## src/rtl/dma_channel_arbiter_pkg.sv

```systemverilog
// Shared types and helpers for the DMA channel arbiter.
// Holds the arbiter FSM states, the priority mode encoding and the channel-index wrap helper.
package dma_channel_arbiter_pkg;

    localparam int DMA_MAX_CH = 8;

    typedef enum logic [1:0] {
        ARB_IDLE  = 2'd0,
        ARB_HREQ  = 2'd1,
        ARB_GRANT = 2'd2
    } arb_state_e;

    typedef enum logic {
        FIXED_PRI    = 1'b0,
        ROTATING_PRI = 1'b1
    } priority_mode_e;

    // Next channel index after idx, wrapping at num_ch-1 back to 0.
    function automatic int next_index(input int idx, input int num_ch);
        return (idx + 1 >= num_ch) ? 0 : idx + 1;
    endfunction

endpackage

```

## src/rtl/dma_channel_arbiter_priority_encoder.sv

```systemverilog
// Round-robin capable priority encoder: finds the first set request at or after base,
// wrapping modulo NUM_CH. With base = 0 it behaves as a fixed lowest-index-wins encoder.
module dma_priority_encoder #(
    parameter  int NUM_CH = 4,
    localparam int CH_W   = $clog2(NUM_CH)
) (
    input  logic [NUM_CH-1:0] vreq,
    input  logic [CH_W-1:0]   base,
    output logic [CH_W-1:0]   winner,
    output logic              valid
);

    always_comb begin
        int idx;
        idx    = 0;
        winner = '0;
        valid  = 1'b0;
        for (int i = 0; i < NUM_CH; i++) begin
            idx = int'(base) + i;
            if (idx >= NUM_CH) idx = idx - NUM_CH;
            if (!valid && vreq[idx]) begin
                valid  = 1'b1;
                winner = CH_W'(idx);
            end
        end
    end

endmodule

```

## src/rtl/dma_channel_arbiter.sv

```systemverilog
// DREQ/DACK arbiter: samples peripheral requests, raises HRQ, waits for HLDA and grants
// one channel to the transfer timing FSM, with fixed/rotating priority and TC auto-masking.
module dma_channel_arbiter
    import dma_channel_arbiter_pkg::*;
#(
    parameter  int NUM_CH = 4,
    localparam int CH_W   = $clog2(NUM_CH)
) (
    input  logic              clk,
    input  logic              reset,
    input  logic [NUM_CH-1:0] dreq,
    input  logic [NUM_CH-1:0] dreq_pol,
    input  logic [NUM_CH-1:0] dack_pol,
    input  logic              rot_pri,
    input  logic              ctrl_disable,
    input  logic [NUM_CH-1:0] demand_mode,
    input  logic [NUM_CH-1:0] autoinit,
    input  logic              mask_we,
    input  logic [NUM_CH-1:0] mask_wdata,
    input  logic              smask_we,
    input  logic [CH_W-1:0]   smask_sel,
    input  logic              smask_val,
    input  logic              swreq_we,
    input  logic [CH_W-1:0]   swreq_sel,
    input  logic              swreq_val,
    input  logic              hlda,
    input  logic              svc_end,
    input  logic              tc,
    input  logic              status_rd,
    output logic              hrq,
    output logic [NUM_CH-1:0] dack,
    output logic              active,
    output logic [CH_W-1:0]   active_ch,
    output logic [NUM_CH-1:0] mask_q,
    output logic [NUM_CH-1:0] swreq_q,
    output logic [NUM_CH-1:0] tc_status,
    output arb_state_e        dbg_state,
    output logic [CH_W-1:0]   dbg_rr_ptr
);

    arb_state_e        state_q, state_n;
    priority_mode_e    pri_mode;
    logic [NUM_CH-1:0] dreq_q;
    logic [CH_W-1:0]   rr_ptr_q, rr_ptr_n;
    logic [CH_W-1:0]   active_ch_n;
    logic [NUM_CH-1:0] mask_n, swreq_wr, swreq_n, tc_status_n;
    logic [NUM_CH-1:0] vreq;
    logic [NUM_CH-1:0] grant_oh;
    logic [CH_W-1:0]   base;
    logic [CH_W-1:0]   win_ch;
    logic              win_vld;
    logic              svc_done, tc_hit, cont;

    assign pri_mode = priority_mode_e'(rot_pri);
    assign base     = (pri_mode == ROTATING_PRI) ? rr_ptr_q : '0;

    // A software request written this cycle already counts, so HRQ follows it by one cycle.
    always_comb begin
        swreq_wr = swreq_q;
        if (swreq_we && (int'(swreq_sel) < NUM_CH)) swreq_wr[swreq_sel] = swreq_val;
    end

    assign vreq = (dreq_q & ~mask_q) | swreq_wr;

    dma_priority_encoder #(.NUM_CH(NUM_CH)) u_enc (
        .vreq   (vreq),
        .base   (base),
        .winner (win_ch),
        .valid  (win_vld)
    );

    assign svc_done = (state_q == ARB_GRANT) && hlda && svc_end;
    assign tc_hit   = svc_done && tc;
    assign cont     = demand_mode[active_ch] && !tc && dreq_q[active_ch] && !mask_q[active_ch];

    always_comb begin
        state_n     = state_q;
        active_ch_n = active_ch;
        rr_ptr_n    = rr_ptr_q;
        case (state_q)
            ARB_IDLE: begin
                if (win_vld && !ctrl_disable) state_n = ARB_HREQ;
            end
            ARB_HREQ: begin
                if (!win_vld) begin
                    state_n = ARB_IDLE;
                end else if (hlda) begin
                    state_n     = ARB_GRANT;
                    active_ch_n = win_ch;
                end
            end
            ARB_GRANT: begin
                // Losing HLDA abandons the grant without rotating or recording TC.
                if (!hlda) begin
                    state_n = ARB_IDLE;
                end else if (svc_end && !cont) begin
                    state_n  = ARB_IDLE;
                    rr_ptr_n = CH_W'(next_index(int'(active_ch), NUM_CH));
                end
            end
            default: state_n = ARB_IDLE;
        endcase
    end

    // Later writers win: bulk mask write, then single-bit write, then TC auto-mask.
    always_comb begin
        mask_n = mask_q;
        if (mask_we) mask_n = mask_wdata;
        if (smask_we && (int'(smask_sel) < NUM_CH)) mask_n[smask_sel] = smask_val;
        if (tc_hit && !autoinit[active_ch]) mask_n[active_ch] = 1'b1;

        swreq_n = swreq_wr;
        if (tc_hit) swreq_n[active_ch] = 1'b0;

        tc_status_n = status_rd ? '0 : tc_status;
        if (tc_hit) tc_status_n[active_ch] = 1'b1;
    end

    always_ff @(posedge clk or posedge reset) begin
        if (reset) begin
            state_q   <= ARB_IDLE;
            dreq_q    <= '0;
            rr_ptr_q  <= '0;
            active_ch <= '0;
            mask_q    <= '1;
            swreq_q   <= '0;
            tc_status <= '0;
        end else begin
            state_q   <= state_n;
            dreq_q    <= dreq ^ dreq_pol;
            rr_ptr_q  <= rr_ptr_n;
            active_ch <= active_ch_n;
            mask_q    <= mask_n;
            swreq_q   <= swreq_n;
            tc_status <= tc_status_n;
        end
    end

    always_comb begin
        grant_oh = '0;
        if (state_q == ARB_GRANT) grant_oh[active_ch] = 1'b1;
    end

    assign hrq        = (state_q != ARB_IDLE);
    assign active     = (state_q == ARB_GRANT);
    assign dack       = grant_oh ^ dack_pol;
    assign dbg_state  = state_q;
    assign dbg_rr_ptr = rr_ptr_q;

endmodule

```

## config.mk

```make
export PLATFORM = sky130hd
export DESIGN_NAME = dma_channel_arbiter
export DESIGN_NICKNAME = d
export VERILOG_FILES = /design/src/rtl/dma_channel_arbiter_pkg.sv /design/src/rtl/dma_channel_arbiter_priority_encoder.sv /design/src/rtl/dma_channel_arbiter.sv
export SDC_FILE = /design/constraint.sdc
export NUM_CORES = 1
export LEC_CHECK = 0
export BUFFER_PORTS_ARGS = -buffer_cell sky130_fd_sc_hd__buf_2
export CORE_UTILIZATION = 33
export DETAILED_ROUTE_END_ITERATION = 10
export MAX_ROUTING_LAYER = met4
export PLACE_DENSITY_LB_ADDON = 0.25
export RECOVER_POWER = 100
export SYNTH_ARGS = -nofsm -noshare
export SYNTH_HDL_FRONTEND = slang
export SYNTH_HIERARCHICAL = 1
export SYNTH_SLANG_ARGS = --single-unit
```

## constraint.sdc

```tcl
create_clock -name clk -period 1.6 [get_ports clk]
set_input_delay 0 -clock clk [delete_from_list [all_inputs] [get_ports clk]]
set_output_delay 0 -clock clk [all_outputs]
set_load 0.02 [all_outputs]
```

After elaboration in Yosys (flattened, before gate mapping)

Cells that the tools add are included.

Output and inout bits: 24
Input bits: 41
Logic and storage cells: 128
Register bits after elaboration: 22

Mux-type cells: 56
Bitwise logic cells: 9
Add/sub/neg operators: 8
Reduce and logical (&&, ||, !) cells: 28
Eq/ne operators: 5
$lt $le $gt $ge: 15

Operator list:

| operator              | count |
|---|---|
| $lt 32x4->1 const B   | 4 |
| $mux 32               | 4 |
| $ge 32x4->1 const B   | 3 |
| $sub 32x4->32 const B | 3 |
| $mux 4                | 8 |
| $mux 2                | 11 |
| $mux 1                | 19 |
| $bmux 1 s2            | 8 |
| $logic_and 1x1->1     | 15 |
| $or 4x4->4            | 3 |
| $lt 2x3->1 const B    | 3 |
| $reduce_and 3->1      | 3 |
| $and 4x4->4           | 2 |
| $bwmux 4              | 2 |
| $logic_not 1->1       | 8 |
| $not 4->4             | 2 |
| $xor 4x4->4           | 2 |
| $add 2x1->3 const B   | 2 |
| $add 2x2->3 const B   | 2 |
| $demux 1 s2           | 3 |
| $ge 2x1->1 const B    | 3 |
| $pmux 2 s3            | 1 |
| $sub 2x3->4 const B   | 1 |
| $ge 2x3->1 const B    | 1 |
| 8 further kinds       | 8 |

Depth between registers and ports, before layout

Gate-level depths: netlist (run 1).

Depth in word-level cells: 23
Gate-level depth with buffers: 9
Gate-level depth less buffers: 9

Hierarchy

Netlist (run 1), hierarchy kept.

Modules (own cells, without submodules):

| module               | seq. area each (µm²) | area an instance (µm²) | cells each | times used |
|---|---|---|---|---|
| dma_channel_arbiter  | 555.5                | 1290.0                 | 124        | 1 |
| dma_priority_encoder | 0.0                  | 77.6                   | 15         | 1 |

Worst setup path before layout (run 1)

No wires, ideal clock.

Path kind: reg2reg
Start: register swreq_q[3]
End: register active_ch[0]
Path buffers: 0
Stages on the path, launching flop included: 8
Library setup time: 0.125 ns
Arrival: 1.607 ns
Period minus slack after synthesis: 1.732 ns
Data required time: 1.475 ns
Setup slack: -0.132 ns
Path through: dfrtp_1 > mux2i_1 > o21ai_0 > nor2_1 > nand3_1 > and3b_2 > nand2_1 > mux2_2

Word-level cells in the longest chain between the ends: 17
Elaborated cells on any way between the ends: 30
Those cells by class: mux: 22; bitwise: 1; reduce/logical: 7

RTL lines:

| element                                   | line                                       | text |
|---|---|---|
| start: declaration                        | dma_channel_arbiter.sv:35                  | `output logic [NUM_CH-1:0] swreq_q,` |
| start signal: assignment                  | dma_channel_arbiter.sv:134                 | `swreq_q <= swreq_n;` |
| $bwmux 4                                  | dma_channel_arbiter.sv:60                  | `if (swreq_we && (int'(swreq_sel) < NUM_CH)) swreq_wr[swreq_sel] = swreq_val;` |
| $mux 4 *                                  | dma_channel_arbiter.sv:60                  |  |
| $or 4x4->4 *                              | dma_channel_arbiter.sv:63                  | `assign vreq = (dreq_q & ~mask_q) \| swreq_wr;` |
| net vreq[3]                               | dma_channel_arbiter.sv:47                  | `logic [NUM_CH-1:0] vreq;` |
| $bmux 1 s2                                | dma_channel_arbiter_priority_encoder.sv:21 | `if (!valid && vreq[idx]) begin` |
| $mux 1 (implied by the code) (2 in a row) | dma_channel_arbiter_priority_encoder.sv:21 |  |
| $mux 1                                    | dma_channel_arbiter_priority_encoder.sv:21 |  |
| $logic_not 1->1                           | dma_channel_arbiter_priority_encoder.sv:21 |  |
| [2 not listed]                            | n/a                                        |  |
| $logic_not 1->1                           | dma_channel_arbiter_priority_encoder.sv:21 |  |
| $logic_and 1x1->1                         | dma_channel_arbiter_priority_encoder.sv:21 |  |
| $mux 1                                    | dma_channel_arbiter_priority_encoder.sv:21 |  |
| $logic_not 1->1                           | dma_channel_arbiter_priority_encoder.sv:21 |  |
| $logic_and 1x1->1                         | dma_channel_arbiter_priority_encoder.sv:21 |  |
| $mux 1 *                                  | dma_channel_arbiter_priority_encoder.sv:21 |  |
| net win_vld                               | dma_channel_arbiter.sv:51                  | `logic win_vld;` |
| $reduce_and 3->1 (no source line) *       | n/a                                        |  |
| end signal: assignment                    | dma_channel_arbiter.sv:132                 | `active_ch <= active_ch_n;` |
| end: declaration                          | dma_channel_arbiter.sv:33                  | `output logic [CH_W-1:0] active_ch,` |

Mark *: on every way through the listed nets, which the timed path passes. The rest lies on a longest branch. The select of a mux whose other input is x is not followed.
A chain may end at the register's enable or synchronous reset.

Worst setup path in the final report (run 1)

Start: register swreq_q[1]
End: register active_ch[0]

The elaborated chain is that of the path after synthesis.

==> out/summary.txt, run 1 <==
grt met2 use: 27.2%
Adder-Cell Fraction of Synth Area: 4.57%
fin crit period: 1.70 ns
synthesized area: 1370 µm²
Clock transition at path regs: 0.09 ns
Async SR Flop Fraction: 100%
post-synthesis mux area share: 12.2%
Layout Nets: 279
Hold Crit Start: hlda
RSZ-0062 raised after global routing: yes
Synth Area in XOR/XNOR: 5.12%
Worst Path Arrival: 1.85 ns
Max Cap Viol: 0
total gr overflow: 0
GPL Wtd Cong: 0.798
Num CTS Buffers: 3
Worst Setup End Kind: flip-flop
GRT Util Overall: 17.3%
setup violators final: 4
die width: 66.4 µm
yosys synthesis warning count: 6
CTS tree: yes
Crit Path Max Fanout: 2
CP required: 1.76 ns
fraction of layout cells with a size suffix above 1: 40.5%
filler cell count: 372
Layout area overhead: 48.7%
Post-synth EDFFs: 0
failing checks: negative setup slack
synth top area cells: dfrtp_1, dfstp_2, mux2i_1
Non-Filler Instances: 282
number of diodes: 0
critical path's largest stage delay: 0.42 ns
initial antenna violation count: 0
die height: 66.4 µm
crit path kind: flip-flop to flip-flop
largest net degree at the start of global routing: 23
crit share post-route: 106%
Port Buf Inserts: 64
die area: 4410 µm²
CTS Buffer Depth: 2
Worst R2R Start: swreq_q[1]
Synth Register Bits: 22
status: complete, but fails checks
Iter 0 DRT Violations: 34
post-route worst setup slack: -0.0971 ns
Max VDD drop: 0.407 mV
post-route setup TNS: -0.259 ns
Routed WL: 3420 µm
largest area contributor in the netlist: dfrtp_1
Synth Area per Inst: 9.84 µm²
largest family of logic cells by synthesized area: simple AND/OR/NAND/NOR gates
drt pass-1 iters: 4
Starting Density: 34.2%
Synth Net Count: 185
Clk Latency, worst-skew pair: 0.26 ns
layer carrying the most global-route usage: met2
Crit-path slowest cell: dfrtp_2
routed vias/inst: 4.59
FP Rows: 23
worst reg-to-reg path cell count: 7
total number of vias: 1295
core region area: 4000 µm²
H-tree depth: 1
Hold Crit Depth: 3
HPWL Detailed: 2730 µm
Pleak: 0.000992 µW
f_max: 589 MHz
simple-gate share of the synthesized area: 18.2%
min-delay worst type: input pin to flip-flop
first-pass GRT wire length: 5520 µm
Slew Viols, Final: 0
top_reg_cell synth: dfrtp_1
Slew headroom: 63.3%
Wirelength per Cell: 12.1 µm
Ports: 65
Sink Count: 22
r2r setup slk: -0.1 ns
CP Launch Type: flip-flop
Worst Tran Pin Value: 0.550 ns
power density over cell area: 1180 nW/µm²
sequential fraction of the synthesis area: 40.6%
Synth Instances: 139
compound-gate portion of the synthesized area: 13.0%
Post-route DRC: 0
Placed Instances: 265
ordered cell list for the critical path: mux2i_2 > o21ai_1 > nor2_1 > nand3_1 > and3b_2 > nand2_2 > mux2_4
hold slack: 0.0107 ns
worst r2r dst: active_ch[0]
antenna viol nets, final: 0
utilization after layout: 50.8%
Pwr Total: 2400 µW
met1 Usage GRT: 23.9%
synth unique cells: 40
vias in the first global route: 1227
WHS Endpoint: dbg_state[1]
Layout Skew: 0.000893 ns
met3 GRT Util: 2.07%
Fin. Hold Viols: 0
post-synth top area share: 32.9%
CTS Root Cell: clkbuf_8
==> state kept, by name, summed over array words and instances, names as in the netlist <==
register / count
dreq_q: 4
tc_status: 4
dbg_state: 2
dbg_rr_ptr: 2
swreq_q: 4
active_ch: 2
mask_q: 4
==> Yosys cell counts, types with 2 or more instances <==
library cell  count
a21oi_1           8
and2_1            2
buf_6             2
dfrtp_1          18
dfstp_2           4
ha_1              5
inv_1            15
mux2_2            3
mux2_4            2
mux2i_1           8
nand2_1          14
nand3_1           3
nand3b_1          3
nor2_1            4
nor3b_1           3
o21ai_0          13
o21ai_1           3
xnor2_1           4
xor2_1            4
==> power by group <==
part	total, µW	internal, µW	switching, µW
logic	1080	522	558
clock network	531	334	197
registers	785	673	112
==> how the worst max path moves through the flow <==
stage | depth (start not counted) | to | slack (ns) | start
2_1_floorplan | 7 | active_ch[0] | -0.03 | swreq_q[1]
5_1_grt | 7 | active_ch[1] | -0.23 | swreq_q[3]
3_5_place_dp | 9 | active_ch[0] | -0.13 | swreq_sel[1]
6_report | 7 | active_ch[0] | -0.1 | swreq_q[1]
4_1_cts | 7 | active_ch[0] | -0.11 | swreq_q[3]
3_3_place_gp | 7 | active_ch[1] | -0.07 | swreq_q[3]
==> cell usage in the layout, fill, tap and decap left out, drive strengths merged, types with 2 or more instances in the layout <==
cell	netlist	final
nor2	4	4
mux2	5	5
a21oi	8	8
buf	2	66
nor2b	2	2
ha	5	5
clkbuf	1	18
nor3b	3	3
nand2	14	14
dfstp	4	4
o221ai	2	2
and2	2	2
inv	16	16
xnor2	4	4
nand3	4	4
o21ai	17	17
dfrtp	18	18
dlygate4sd3	0	11
xor2	4	4
mux2i	8	8
nand3b	3	3
==> per-layer routing <==
metal | up-vias | wire [µm]
li1 | 668 | -
met1 | 580 | 1640
met2 | 45 | 1600
met3 | 2 | 163
met4 | 0 | 14
met5 | - | 0
==> metrics by stage <==
| stage | area, µm² | setup WS, ns |
|---|---|---|
| floorplan | 1380 | -0.0325 |
| global placement | 1850 | -0.0679 |
| detailed placement | 1850 | -0.133 |
| CTS | 2050 | -0.108 |
| global route | 2030 | -0.227 |
| finish | 2030 | -0.0971 |
==> repair_timing <==
item,CTS,global route
pin swaps,3,3
hold buffers,11,0
resized for setup,0,2
endpoints found under the setup margin,4,8
cloned,0,0
endpoints found under the hold margin,27,0
setup buffers,2,0
==> cell families (layout without fill, tap and decap cells) <==
group / after synthesis / count (layout)
xor+xnor: 8 / 8
buf+inv: 19 / 112
simple gates: 41 / 41
mux: 14 / 14
compound gates: 30 / 30
flops: 22 / 22
fa+ha+maj: 5 / 5
==> area by class of cell <==
cell class | instances | area, µm² | area share (%)
tap | 50 | 62.6 | 3.08
timing repair buffer | 92 | 538 | 26.5
multi-input combinational | 98 | 743 | 36.6
clock inverter | 1 | 30.0 | 1.48
clock buffer | 3 | 41.3 | 2.03
inverter | 16 | 60.1 | 2.95
sequential | 22 | 558 | 27.4
==> worst max-delay path, delay by kind of cell (launching register included) <==
kind,cells,cell delay [ns]
compound gates,1,0.12
flops,1,0.42
simple gates,4,0.59
mux,2,0.47
Power figures use the tool's default switching activity.
==> run 2, diff against run 1 <==
--- a/config.mk
+++ b/config.mk
@@ -5,6 +5,7 @@
 export SDC_FILE = /design/constraint.sdc
 export NUM_CORES = 1
 export LEC_CHECK = 0
+export ABC_AREA = 1
 export BUFFER_PORTS_ARGS = -buffer_cell sky130_fd_sc_hd__buf_2
 export CORE_UTILIZATION = 33
 export DETAILED_ROUTE_END_ITERATION = 10
==> run 2 against run 1 <==
Against the previous run:
- the flow still finishes with violations (negative setup slack)
- non-clock buffer count increased by 13
- worst setup slack worse by 0.10 ns
- first-iteration DRC count grew 140%
- power grew 48%
- sequential power up 5.9%
==> out/summary.txt, run 2 <==
yosys synthesis warning count: 6 (unchanged)
min-delay worst type: input pin to flip-flop
worst r2r dst: active_ch[1]
Sink Count: 22 (unchanged)
GRT Util Overall: 18.7% (+1.4 points)
CTS tree: yes
Starting Density: 34.5% (+0.31 points)
Top cell by count, worst path: nand2_2
Synth Register Bits: 22 (unchanged)
Worst Path Arrival: 1.98 ns (+0.13 ns)
number of diodes: 0 (unchanged)
Ports: 65 (unchanged)
Post-synth EDFFs: 0 (unchanged)
status: complete, but fails checks
Slew Viols, Final: 0 (unchanged)
Port Buf Inserts: 64 (unchanged)
CTS Root Cell: clkbuf_8
total gr overflow: 0 (unchanged)
crit path kind: flip-flop to flip-flop
WP depth: 14 (+7)
Post-route DRC: 0 (unchanged)
largest net degree at the start of global routing: 23 (unchanged)
core region area: 4750 µm² (+19%)
Max Cap Viol: 0 (unchanged)
Worst R2R Start: mask_q[3]
die width: 72.5 µm (+9.2%)
Layout area overhead: 55.1%
Placed Instances: 371 (+40%)
Layout Nets: 373 (+34%)
post-synth top area share: 27.5% (-5.5 points)
Pwr Total: 3540 µW (+48%)
critical path's largest stage delay: 0.55 ns (+0.13 ns)
dpl ws: -0.191 ns (-0.0575 ns)
most frequent cells in the layout: buf_2, nand2_1, inv_1, buf_4
Crit-path slowest cell: dfstp_2
Synth Instances: 219 (+58%)
routed vias/inst: 4.43 (-3.5%)
die area: 5260 µm² (+19%)
Worst Tran Pin Value: 0.550 ns (-0.000332 ns)
Synth Area per Inst: 7.49 µm² (-24%)
Layout Skew: 0.00354 ns (+0.00265 ns)
sequential fraction of the synthesis area: 33.9% (-6.8 points)
Non-Filler Instances: 393 (+39%)
Worst Setup End Kind: flip-flop
buffers and inverters on the worst path: 1 (+1)
Fin. Hold Viols: 0 (unchanged)
post-place instance area: 2240 µm² (+21%)
post-route setup TNS: -0.596 ns (-0.337 ns)
synth unique cells: 27 (-33%)
die height: 72.5 µm (+9.2%)
Async SR Flop Fraction: 100% (unchanged)
CP startpoint: mask_q[3]
fraction of layout cells with a size suffix above 1: 48.2% (+7.6 points)
Routed WL: 4510 µm (+32%)
top_reg_cell synth: dfrtp_1
r2r setup slk: -0.20 ns (-0.10 ns)
CTS Buffer Depth: 2 (unchanged)
worst reg-to-reg path cell count: 14 (+7)
antenna viol nets, final: 0 (unchanged)
Wirelength per Cell: 11.5 µm (-5.3%)
failing checks: negative setup slack
total number of vias: 1742 (+35%)
Crit Path Max Fanout: 5 (+3)
CP Launch Type: flip-flop
Num CTS Buffers: 3 (unchanged)
largest area contributor in the netlist: dfrtp_1
ordered cell list for the critical path: inv_2 > nand2_1 > nand2_1 > nand2_1 > nand2_2 > nand2_2 > nand2_2 > nor2_4 > nand3b_1 > nand2_2 > nor2_4 > nand2_2 > nor2_1 > a21oi_1
delay-heaviest family, CP: simple AND/OR/NAND/NOR gates
Critical Path End: active_ch[1]
f_max: 555 MHz (-5.7%)
top-count cell post-synth: nand2_1
RSZ-0062 raised after global routing: yes
Clock transition at path regs: 0.08 ns (about the same)
vias in the first global route: 1684 (+37%)
crit share post-route: 113% (+6.4 points)
H-tree depth: 1 (unchanged)
FP Rows: 25 (+8.7%)
design area: 2540 µm² (+25%)
most common cell after layout, fill and taps aside: buf_2
Pleak: 0.00137 µW (+38%)
synthesized area: 1640 µm² (+20%)
initial antenna violation count: 0 (unchanged)
fin crit period: 1.80 ns (+0.103 ns)
first-pass GRT wire length: 7400 µm (+34%)
post-route worst setup slack: -0.200 ns (-0.103 ns)
Clk Latency, worst-skew pair: 0.27 ns (about the same)
Max VDD drop: 0.588 mV (+45%)
HPWL Detailed: 3550 µm (+30%)
GPL Wtd Cong: 0.891 (+12%)
CP required: 1.78 ns (+0.02 ns)
drt pass-1 iters: 4 (unchanged)
Slew headroom: 63.3% (about the same)
Iter 0 DRT Violations: 83 (+140%)
synth top area cells: dfrtp_1, nand2_1, inv_1
power density over cell area: 1390 nW/µm² (+18%)
Synth Net Count: 265 (+43%)
setup violators final: 4 (unchanged)
top cells by count, synth: nand2_1, inv_1, dfrtp_1, nand3_1, nor2_1
-- run 2: layout make-up --
type | instances | area (µm²)
fill | 482 | 2210
timing repair buffer | 105 | 671
multi-input combinational | 156 | 1020
inverter | 39 | 154
tap | 67 | 83.8
sequential | 22 | 563
clock buffer | 4 | 55.1
-- run 2: how the worst min path moves through the flow --
stage | from | slack, ns | depth (start not counted) | to
detailed placement | reset | 0.05 | 3 | tc_status[3]
CTS | status_rd | 0.02 | 4 | tc_status[0]
floorplan | reset | -0.01 | 1 | active_ch[0]
finish | status_rd | 0.02 | 4 | tc_status[0]
global placement | reset | 0.05 | 3 | tc_status[3]
global route | hlda | 0.05 | 3 | dbg_state[1]
-- run 2: kinds of logic after synthesis --
family	count (synthesis)	share of synthesized area, %
AOI/OAI and AO/OA	25	8.85
muxes	11	6.71
DFF	22	33.9
adders and majority gates	5	3.81
buffers and inverters	41	9.99
xor gates and xnor gates	8	4.27
and+or+nand+nor	107	32.5
-- run 2: tightest hold or removal path, stage by stage --
cell and delay [ns]:
buf_2 0.07, inv_1 0.06, nand2_1 0.05, o21ai_0 0.06
-- run 2: metrics by stage --
step,hold WS [ns],util (%)
5_1_grt,0.0547,53.5
3_3_place_gp,0.0503,47.1
2_1_floorplan,-0.0141,-
3_5_place_dp,0.0505,47.1
6_report,0.0202,53.5
4_1_cts,0.0225,51.7
-- run 2: repair_timing --
item / CTS / global route
setup endpoints to repair: 8 / 7
gates resized for setup: 13 / 13
setup buffers: 5 / 4
pin swaps: 9 / 5
hold buffers: 9 / 0
hold endpoints to repair: 22 / 0
-- run 2: where the power goes --
| group | switching [µW] | total [µW] | leakage [µW] | internal [µW] |
|---|---|---|---|---|
| combinational | 1300 | 2310 | 0.00109 | 1010 |
| clock | 184 | 404 | 0.0000288 | 220 |
| sequential | 128 | 831 | 0.000259 | 702 |
-- run 2: routing by layer --
| metal | part of all wire [%] | track usage, % |
|---|---|---|
| met4 | 1.4 | 5.23 |
| met5 | 0 | - |
| met2 | 49 | 31.0 |
| met3 | 3.5 | 1.81 |
| met1 | 47 | 24.3 |
==> run 3, diff against run 2 <==
==> constraint.sdc (replaced) <==
create_clock -name clk -period 1.6 [get_ports clk]
set_input_delay 0.24 -clock clk [delete_from_list [all_inputs] [get_ports clk]]
set_output_delay 0.24 -clock clk [all_outputs]
set_load 0.02 [all_outputs]
==> run 3 against run 2 <==
Against the previous run:
- the run still ends with negative setup slack left
- critical endpoint is now active_ch[0]
- first-iteration DRC count is 24% lower
- count of clock-buffer cells in the layout is 1 lower
- sequential cell count stayed put
- via count is 1.4% lower
- critical path depth stayed put
- clock power is 29% higher
- core utilization hardly changed
- routed wire length is 0.22% higher
- highest routed layer unchanged
- power is 8.0% higher
- critical path type unchanged
- maximum frequency is 3.0% higher
- combinational power is 8% higher
==> out/summary.txt, run 3 (same netlist as run 2, synthesis figures left out) <==
status: complete, but fails checks
failing checks: negative setup slack
post-route worst setup slack: -0.147 ns (+0.0529 ns)
Post-route DRC: 0 (unchanged)
largest net degree at the start of global routing: 14 (-39%)
Crit-path slowest cell: dfstp_2
Crit Path Max Fanout: 5 (unchanged)
fin crit period: 1.75 ns (-0.0529 ns)
GRT Util Overall: 18.3% (-0.44 points)
Port Buf Inserts: 64 (unchanged)
Worst Tran Pin Value: 0.416 ns (-0.134 ns)
GPL Wtd Cong: 0.824 (-7.5%)
H-tree depth: 1 (unchanged)
Clock transition at path regs: 0.08 ns (about the same)
fraction of layout cells with a size suffix above 1: 53.1% (+5.0 points)
die height: 72.5 µm (unchanged)
total gr overflow: 0 (unchanged)
ordered cell list for the critical path: inv_2 > nand2_2 > nand2_2 > nand2_2 > nand2_2 > nand2_2 > nand2_2 > nor2_4 > nand3b_1 > nand2_1 > nor2_2 > nand2_2 > nor2_2 > a21oi_1
Clk Latency, worst-skew pair: 0.26 ns (about the same)
most frequent cells in the layout: buf_2, nand2_1, buf_4, inv_1, nand2_2
total number of vias: 1718 (-1.4%)
CP Launch Type: flip-flop
Pleak: 0.00136 µW (-1.1%)
setup violators final: 8 (+4)
routed vias/inst: 4.44 (+0.15%)
vias in the first global route: 1665 (-1.1%)
crit share post-route: 109% (-3.3 points)
Iter 0 DRT Violations: 63 (-24%)
Worst Path Arrival: 1.93 ns (-0.05 ns)
HPWL Detailed: 3540 µm (-0.23%)
Max VDD drop: 0.660 mV (+12%)
dpl ws: -0.364 ns (-0.173 ns)
CTS tree: yes
Slew Viols, Final: 0 (unchanged)
antenna viol nets, final: 0 (unchanged)
die area: 5260 µm² (unchanged)
power density over cell area: 1500 nW/µm² (+8.0%)
Routed WL: 4520 µm (+0.22%)
f_max: 572 MHz (+3.0%)
min-delay worst type: input pin to flip-flop
area of the multi-input gates: 1060 µm² (+3.9%)
post-place instance area: 2240 µm² (unchanged)
RSZ-0062 raised after global routing: yes
CTS Buffer Depth: 2 (unchanged)
Layout Nets: 367 (-1.6%)
Slew headroom: 72.3% (+8.9 points)
CP required: 1.78 ns (about the same)
crit path kind: flip-flop to flip-flop
number of diodes: 0 (unchanged)
Sink Count: 22 (unchanged)
filler cell count: 458 (-5.0%)
CTS Root Cell: clkbuf_8
first-pass GRT wire length: 7350 µm (-0.74%)
Fin. Hold Viols: 0 (unchanged)
Wirelength per Cell: 11.7 µm (+1.8%)
critical path's largest stage delay: 0.54 ns (about the same)
FP Rows: 25 (unchanged)
Num CTS Buffers: 3 (unchanged)
Worst Setup End Kind: flip-flop
Layout area overhead: 55.1% (about the same)
Ports: 65 (unchanged)
Starting Density: 34.5% (unchanged)
drt pass-1 iters: 4 (unchanged)
most common cell after layout, fill and taps aside: buf_2
initial antenna violation count: 0 (unchanged)
design area: 2540 µm² (about the same)
Max Cap Viol: 0 (unchanged)
Top cell by count, worst path: nand2_2
die width: 72.5 µm (unchanged)
post-route setup TNS: -0.590 ns (+0.00643 ns)
core region area: 4750 µm² (unchanged)
Layout Skew: 0.00394 ns (+0.000398 ns)
register area: 564 µm² (+0.22%)
[run 3: repair_timing]
action	CTS	global route
hold endpoints to repair	6	0
pin swaps	10	5
hold buffers	1	0
setup endpoints to repair	8	10
gates resized for setup	19	27
buffers inserted	5	7
[run 3: area by class of cell]
type / instances / share of cell area (%)
Sequential cell: 22 / 22.2
Timing Repair Buffer: 99 / 23.9
Inverter: 39 / 6.24
Clock buffer: 3 / 1.62
Tap cell: 67 / 3.29
Multi-Input combinational cell: 156 / 41.5
Clock inverter: 1 / 1.18
[run 3: per-stage QoR]
step	hold WS [ns]	power, µW	instances	utilization [%]
finish	0.143	3830	387	53.5
global route	0.142	4120	387	53.5
CTS	0.137	3600	381	51.0
detailed placement	0.248	2850	371	47.1
global placement	0.246	2850	371	47.1
floorplan	0.226	2060	219	-
[run 3: power breakdown]
part           internal [µW]  switching (µW)
Clock                    334             186
Combinational           1110            1380
Sequential               704             117
Total                   2150            1680
[run 3: worst paths after layout]
kind | start | cells past startpoint | slack, ns | to
max | mask_q[3] | 14 | -0.15 | active_ch[0]
min | dreq[1] | 2 | 0.14 | dreq_q[1]
max reg2reg | mask_q[3] | 14 | -0.15 | active_ch[0]
min reg2reg | tc_status[3] | 2 | 0.51 | tc_status[3]
max in group asynchronous | reset | 4 | 0.43 | active_ch[0]
min in group asynchronous | reset | 3 | 0.50 | tc_status[1]
[run 3: worst max-delay path, delay by kind of cell, from the launching register on]
kind	cells	cell delay, ns
DFF	1	0.54
buffers and inverters	1	0.05
and+or+nand+nor	12	0.93
AOI/OAI and AO/OA	1	0.13
[run 3: per-layer routing]
metal	GRT usage [%]	share of wire, %
met3	1.67	2.8
met1	24.6	47
met2	29.3	49
met5	-	0
met4	5.23	1.1
